$ cat src/rtl/adder_pkg.sv
// Shared types and helpers for the adder operand feeder.
// The operand pair struct is the default storage type of the operand FIFO.
package adder_pkg;

   localparam int DATA_WIDTH = 4;

   typedef struct packed {
      logic [DATA_WIDTH-1:0] a;
      logic [DATA_WIDTH-1:0] b;
   } operand_pair_t;

   // Pointer width for a FIFO of the given depth (at least one bit).
   function automatic int ptr_width(input int depth);
      return (depth > 1) ? $clog2(depth) : 1;
   endfunction

endpackage

$ cat src/rtl/adder_operand_fifo.sv
// Small operand-pair FIFO feeding the adder.
// DEPTH must be a power of two so that the pointers wrap by natural overflow.
// The head is read combinationally from storage and reads as zero when empty;
// a push into an empty FIFO only becomes visible at the head on the next cycle.
module adder_operand_fifo
   import adder_pkg::*;
#(
   parameter int  DEPTH  = 4,
   parameter type pair_t = operand_pair_t
) (
   input  logic  clk,
   input  logic  rst,
   input  logic  push,
   input  logic  pop,
   input  pair_t wr_data,
   output pair_t head,
   output logic  full,
   output logic  empty
);

   localparam int PTR_W = ptr_width(DEPTH);
   localparam int CNT_W = PTR_W + 1;
   localparam logic [CNT_W-1:0] DEPTH_C = CNT_W'(DEPTH);

   pair_t            mem_q [DEPTH];
   pair_t            mem_d [DEPTH];
   logic [PTR_W-1:0] wr_ptr_q, wr_ptr_d;
   logic [PTR_W-1:0] rd_ptr_q, rd_ptr_d;
   logic [CNT_W-1:0] count_q, count_d;

   assign full  = (count_q == DEPTH_C);
   assign empty = (count_q == '0);

   // Head presentation: storage at the read pointer, zero when nothing is buffered.
   always_comb begin
      head = '0;
      if (!empty) begin
         head = mem_q[rd_ptr_q];
      end
   end

   // Next-state for storage, pointers and occupancy.
   always_comb begin
      mem_d    = mem_q;
      wr_ptr_d = wr_ptr_q;
      rd_ptr_d = rd_ptr_q;
      count_d  = count_q;
      if (push) begin
         mem_d[wr_ptr_q] = wr_data;
         wr_ptr_d        = wr_ptr_q + PTR_W'(1);
      end
      if (pop) begin
         rd_ptr_d = rd_ptr_q + PTR_W'(1);
      end
      case ({push, pop})
         2'b10:   count_d = count_q + CNT_W'(1);
         2'b01:   count_d = count_q - CNT_W'(1);
         default: count_d = count_q;
      endcase
   end

   // State registers; reset empties the FIFO immediately.
   always_ff @(posedge clk or posedge rst) begin
      if (rst) begin
         for (int i = 0; i < DEPTH; i++) begin
            mem_q[i] <= '0;
         end
         wr_ptr_q <= '0;
         rd_ptr_q <= '0;
         count_q  <= '0;
      end else begin
         for (int i = 0; i < DEPTH; i++) begin
            mem_q[i] <= mem_d[i];
         end
         wr_ptr_q <= wr_ptr_d;
         rd_ptr_q <= rd_ptr_d;
         count_q  <= count_d;
      end
   end

endmodule

$ cat src/rtl/adder_operand_feeder.sv
// Adder operand feeder: buffers (A, B) pairs, presents the FIFO head to an
// external combinational adder and registers its sum into a valid/ready
// result stage.
//
// Handshake: a transfer happens on a rising edge where valid and ready are
// both high; valid must not depend on ready, and while valid is high without
// ready the data on that interface is held stable.
//
// Optional statistics counters are built when ADDER_OPERAND_FEEDER_STATS_EN is
// defined (ports stat_results and stat_overflows).
module adder_operand_feeder
   import adder_pkg::*;
#(
   parameter int DATA_WIDTH = adder_pkg::DATA_WIDTH,
   parameter int DEPTH      = 4
) (
   input  logic                  clk,
   input  logic                  rst,
   input  logic                  in_valid,
   output logic                  in_ready,
   input  logic [DATA_WIDTH-1:0] in_a,
   input  logic [DATA_WIDTH-1:0] in_b,
   output logic [DATA_WIDTH-1:0] adder_a,
   output logic [DATA_WIDTH-1:0] adder_b,
   input  logic [DATA_WIDTH:0]   adder_x,
   output logic                  out_valid,
   input  logic                  out_ready,
   output logic [DATA_WIDTH:0]   out_x,
   output logic                  out_overflow
`ifdef ADDER_OPERAND_FEEDER_STATS_EN
   ,
   output logic [31:0]           stat_results,
   output logic [31:0]           stat_overflows
`endif
);

   typedef struct packed {
      logic [DATA_WIDTH-1:0] a;
      logic [DATA_WIDTH-1:0] b;
   } pair_t;

   pair_t wr_pair;
   pair_t head_pair;
   logic  fifo_full;
   logic  fifo_empty;
   logic  push;
   logic  pop;
   logic  retire;

   logic                out_valid_q, out_valid_d;
   logic [DATA_WIDTH:0] out_x_q, out_x_d;

   assign wr_pair.a = in_a;
   assign wr_pair.b = in_b;

   // Ready depends only on registered occupancy, never on a same-cycle pop.
   assign in_ready = !fifo_full;
   assign push     = in_valid && in_ready;
   assign pop      = !fifo_empty && (!out_valid_q || out_ready);
   assign retire   = out_valid_q && out_ready;

   adder_operand_fifo #(
      .DEPTH  (DEPTH),
      .pair_t (pair_t)
   ) u_fifo (
      .clk     (clk),
      .rst     (rst),
      .push    (push),
      .pop     (pop),
      .wr_data (wr_pair),
      .head    (head_pair),
      .full    (fifo_full),
      .empty   (fifo_empty)
   );

   assign adder_a      = head_pair.a;
   assign adder_b      = head_pair.b;
   assign out_valid    = out_valid_q;
   assign out_x        = out_x_q;
   assign out_overflow = out_x_q[DATA_WIDTH];

   // Result stage: load the adder output on pop, drop valid on a bare retire.
   always_comb begin
      out_valid_d = out_valid_q;
      out_x_d     = out_x_q;
      if (pop) begin
         out_valid_d = 1'b1;
         out_x_d     = adder_x;
      end else if (retire) begin
         out_valid_d = 1'b0;
      end
   end

   // Result registers; reset discards any pending result.
   always_ff @(posedge clk or posedge rst) begin
      if (rst) begin
         out_valid_q <= 1'b0;
         out_x_q     <= '0;
      end else begin
         out_valid_q <= out_valid_d;
         out_x_q     <= out_x_d;
      end
   end

`ifdef ADDER_OPERAND_FEEDER_STATS_EN
   logic [31:0] stat_results_q, stat_results_d;
   logic [31:0] stat_overflows_q, stat_overflows_d;

   assign stat_results   = stat_results_q;
   assign stat_overflows = stat_overflows_q;

   // Count retired results and retired overflowing results, wrapping at 2^32.
   always_comb begin
      stat_results_d   = stat_results_q;
      stat_overflows_d = stat_overflows_q;
      if (retire) begin
         stat_results_d = stat_results_q + 32'd1;
         if (out_x_q[DATA_WIDTH]) begin
            stat_overflows_d = stat_overflows_q + 32'd1;
         end
      end
   end

   // Statistics registers.
   always_ff @(posedge clk or posedge rst) begin
      if (rst) begin
         stat_results_q   <= '0;
         stat_overflows_q <= '0;
      end else begin
         stat_results_q   <= stat_results_d;
         stat_overflows_q <= stat_overflows_d;
      end
   end
`endif

endmodule

$ cat config.mk
export PLATFORM = sky130hd
export DESIGN_NAME = adder_operand_feeder
export DESIGN_NICKNAME = d
export VERILOG_FILES = /design/src/rtl/adder_pkg.sv /design/src/rtl/adder_operand_fifo.sv /design/src/rtl/adder_operand_feeder.sv
export SDC_FILE = /design/constraint.sdc
export NUM_CORES = 1
export LEC_CHECK = 0
export ABC_CLOCK_PERIOD_IN_PS = 4800
export BUFFER_PORTS_ARGS = -buffer_cell sky130_fd_sc_hd__buf_4
export CAP_MARGIN = 40
export CORE_ASPECT_RATIO = 1.5
export CORE_UTILIZATION = 40
export CTS_CLUSTER_DIAMETER = 80
export DETAILED_ROUTE_END_ITERATION = 8
export GPL_TIMING_DRIVEN = 0
export PLACE_DENSITY_LB_ADDON = 0.3
export SLEW_MARGIN = 30
export SYNTH_ARGS = -nofsm -noshare
export SYNTH_HDL_FRONTEND = slang
export SYNTH_SLANG_ARGS = --single-unit
export TNS_END_PERCENT = 5
$ cat constraint.sdc
create_clock -name clk -period 4.8 [get_ports clk]
set_input_delay 1.2 -clock clk [delete_from_list [all_inputs] [get_ports clk]]
set_output_delay 1.2 -clock clk [all_outputs]
set_load 0.02 [all_outputs]
==> results.toml <==
[die]
ios = 33
rows = 33
core-area_mm2 = 0.00545
die_area_mm2 = 0.00593
initial_utilization = 0.412
die_w_um = 63.2
die_y_um = 93.8

[clock_network]
ctsResizeCount = 0
clock_latency_ns = 0.30
cts-root-buf = "clkbuf_8"
clockBufferDepth = 2
cts_buffers = 5
path_clk_slew_ns = 0.09
cts_hold_buf = 0
clock-sinks = 45
cts_tree = "done"
cts-htree-levels = 2
post_cts_buffers = 0

[critical_path]
crit_buf_inv = 2
critPathKind = "flip-flop to output port"
crit_required_ns = 3.60
cp.arrival_ns = 1.80
cp_top_family = "multiplexers"
critPathLaunchType = "flip-flop"
max_stage_delay_ns = 0.57
crit_chain = "buf_2, mux4_2, nor2b_1, buf_4"
critPathMaxFanout = 9
cp_slowest_cell = "mux4_2"
end_kind = "output port"

[grt]
grt_max_degree = 32
grt_pass1_vias = 1360
grt_util_all_layers = 0.160
grt_pass1_wl_mm = 6.97
grt_overflow = 0
grt_antenna_before_repair = 0

[logic_synthesis]
syn_inst = 140
synth_area_mm2 = 0.00225
synthTopCellsByCount = "dfrtp_1 (45), mux2_4 (32), mux4_2 (8), nor2b_1 (8), inv_1 (7)"
yosysUniqueCellTypes = 23
ys_seq_area_frac = 0.501
synth_most_common_cell = "dfrtp_1"
synth-seq-cells = 45
yosysTopAreaCell = "dfrtp_1"
synthDominantCellAreaShare = 0.501
synthTopCellsByArea = "dfrtp_1 (50%), mux2_4 (21%), mux4_2 (8.0%)"
ys.flop_type = "dfrtp_1"
syn_avg_cell_area_um2 = 16.1
async_flop_share = 1.00
syn_nets = 163
ys_warn_count = 0
synth-edff-count = 0

[route]
drt-pass1-iter-count = 4
vias = 1225
routedWlPerCell_um = 16.6
wl_mm = 4.17
drt-initial-drc-count = 32
drc = 0
vias_per_cell = 4.88
antenna_left = 0

[sta]
slew_headroom = 0.651
maxSlewViolCount = 0
finalHoldViolCount = 0
tns_ns = 0
finalSetupViolations = 0
fin_worst_skew_ns = 0.00962
period_minus_slack_ns = 3.00
fin_crit_sh = 0.626
max_freq_ghz = 0.333
whs_ns = 0.494
rsz0062_at_grt = "false"
tightest_slew_ns = 0.524

[place]
hpwl_mm = 2.93
gp_congestion = 0.668
placedCellCount = 243
post_dp_cell_area_mm2 = 0.00259
io_buffers = 32

[pwr]
ir_drop_mv = 0.309
power_density_mw_per_mm2 = 749
leakagePower_nw = 1.26

[hold_path]
hp-class = "flip-flop to flip-flop"

[status]
status = "completed"

[cells_and_area]
fin_nets = 203
layout-drive-gt1-share = 0.558
fillers = 502
fin_util = 0.497
syn_to_final_growth_pct = 20.6
n_antenna_cell = 0
final_area_mm2 = 0.00271
instances_no_fill = 251

[run]
drv_cap = 0
==> layout make-up <==
class | count | area (µm²) | area share
buffer | 9 | 77.6 | 0.0286
multi-input combinational | 79 | 1020 | 0.375
timing repair buffer | 33 | 260 | 0.0960
clock inverter | 3 | 46.3 | 0.0171
tap | 70 | 87.6 | 0.0323
inverter | 7 | 26.3 | 0.00970
sequential | 45 | 1130 | 0.416
clock buffer | 5 | 68.8 | 0.0254
==> sequential cells by signal, summed over array words and instances (netlist names) <==
signal           cells
u_fifo.mem_q        32
out_x                5
u_fifo.count_q       3
u_fifo.rd_ptr_q      2
u_fifo.wr_ptr_q      2
out_valid            1
==> layer usage <==
layer | up-vias | routed length (µm) | global-route usage
met5 | - | 0 | 0
met4 | 0 | 46 | 0.0492
met3 | 7 | 177 | 0.0388
met2 | 32 | 2190 | 0.280
met1 | 626 | 1750 | 0.192
li1 | 560 | - | -
==> per-stage QoR <==
step | setup slack [ns] | total power, mW
floorplan | 2.18 | 1.45
global placement | 1.95 | 1.71
detailed placement | 1.88 | 1.76
CTS | 1.77 | 2.06
global route | 1.67 | 2.16
finish | 1.80 | 2.03
==> cell usage in the layout (no fill, tap or decap) <==
cell type and instances:
buf_6 5, nor3_1 1, ha_1 5, clkbuf_8 5, or3b_1 1, nor2b_1 8
and3b_1 1, dfrtp_1 45, and3_4 4, bufinv_16 1, mux4_2 8, mux2_4 32
a21oi_2 1, clkbuf_1 1, buf_12 1, nor2_1 1, inv_1 6, nand2_1 2
mux2i_1 1, xnor2_1 2, inv_2 1, clkinv_4 1, buf_4 33, xor2_1 4
buf_2 2, fa_1 1, mux2_2 6, clkinvlp_4 1, nand2b_1 1
==> where the power goes <==
| part | switching [mW] | internal (mW) | leakage (nW) |
|---|---|---|---|
| Sequential | 0.115 | 0.571 | 0.529 |
| Clock | 0.131 | 0.156 | 0.0543 |
| Combinational | 0.438 | 0.620 | 0.677 |
| Total | 0.684 | 1.35 | 1.26 |
==> kinds of logic (layout without fill, tap and decap cells) <==
family,count (synthesis),after routing,share of synthesized area
AOI/OAI and AO/OA,1,1,0.00390
and+or+nand+nor,19,19,0.0601
buffers and inverters,16,57,0.0462
xor gates and xnor gates,6,6,0.0234
adders and majority gates,6,6,0.0367
DFF,45,45,0.501
muxes,47,47,0.329
==> final timing paths <==
kind	start	endpoint	slack (ns)	cells after the start
min reg2reg	u_fifo.count_q[2]	u_fifo.count_q[2]	0.49	1
max	u_fifo.rd_ptr_q[1]	adder_b[3]	1.80	4
min in group asynchronous	rst	u_fifo.mem_q[9]	0.86	2
max reg2reg	u_fifo.count_q[0]	u_fifo.count_q[2]	2.63	9
min	u_fifo.count_q[2]	u_fifo.count_q[2]	0.49	1
max in group asynchronous	rst	u_fifo.wr_ptr_q[0]	3.46	3
Note: power is estimated with default switching activity, not from simulation.
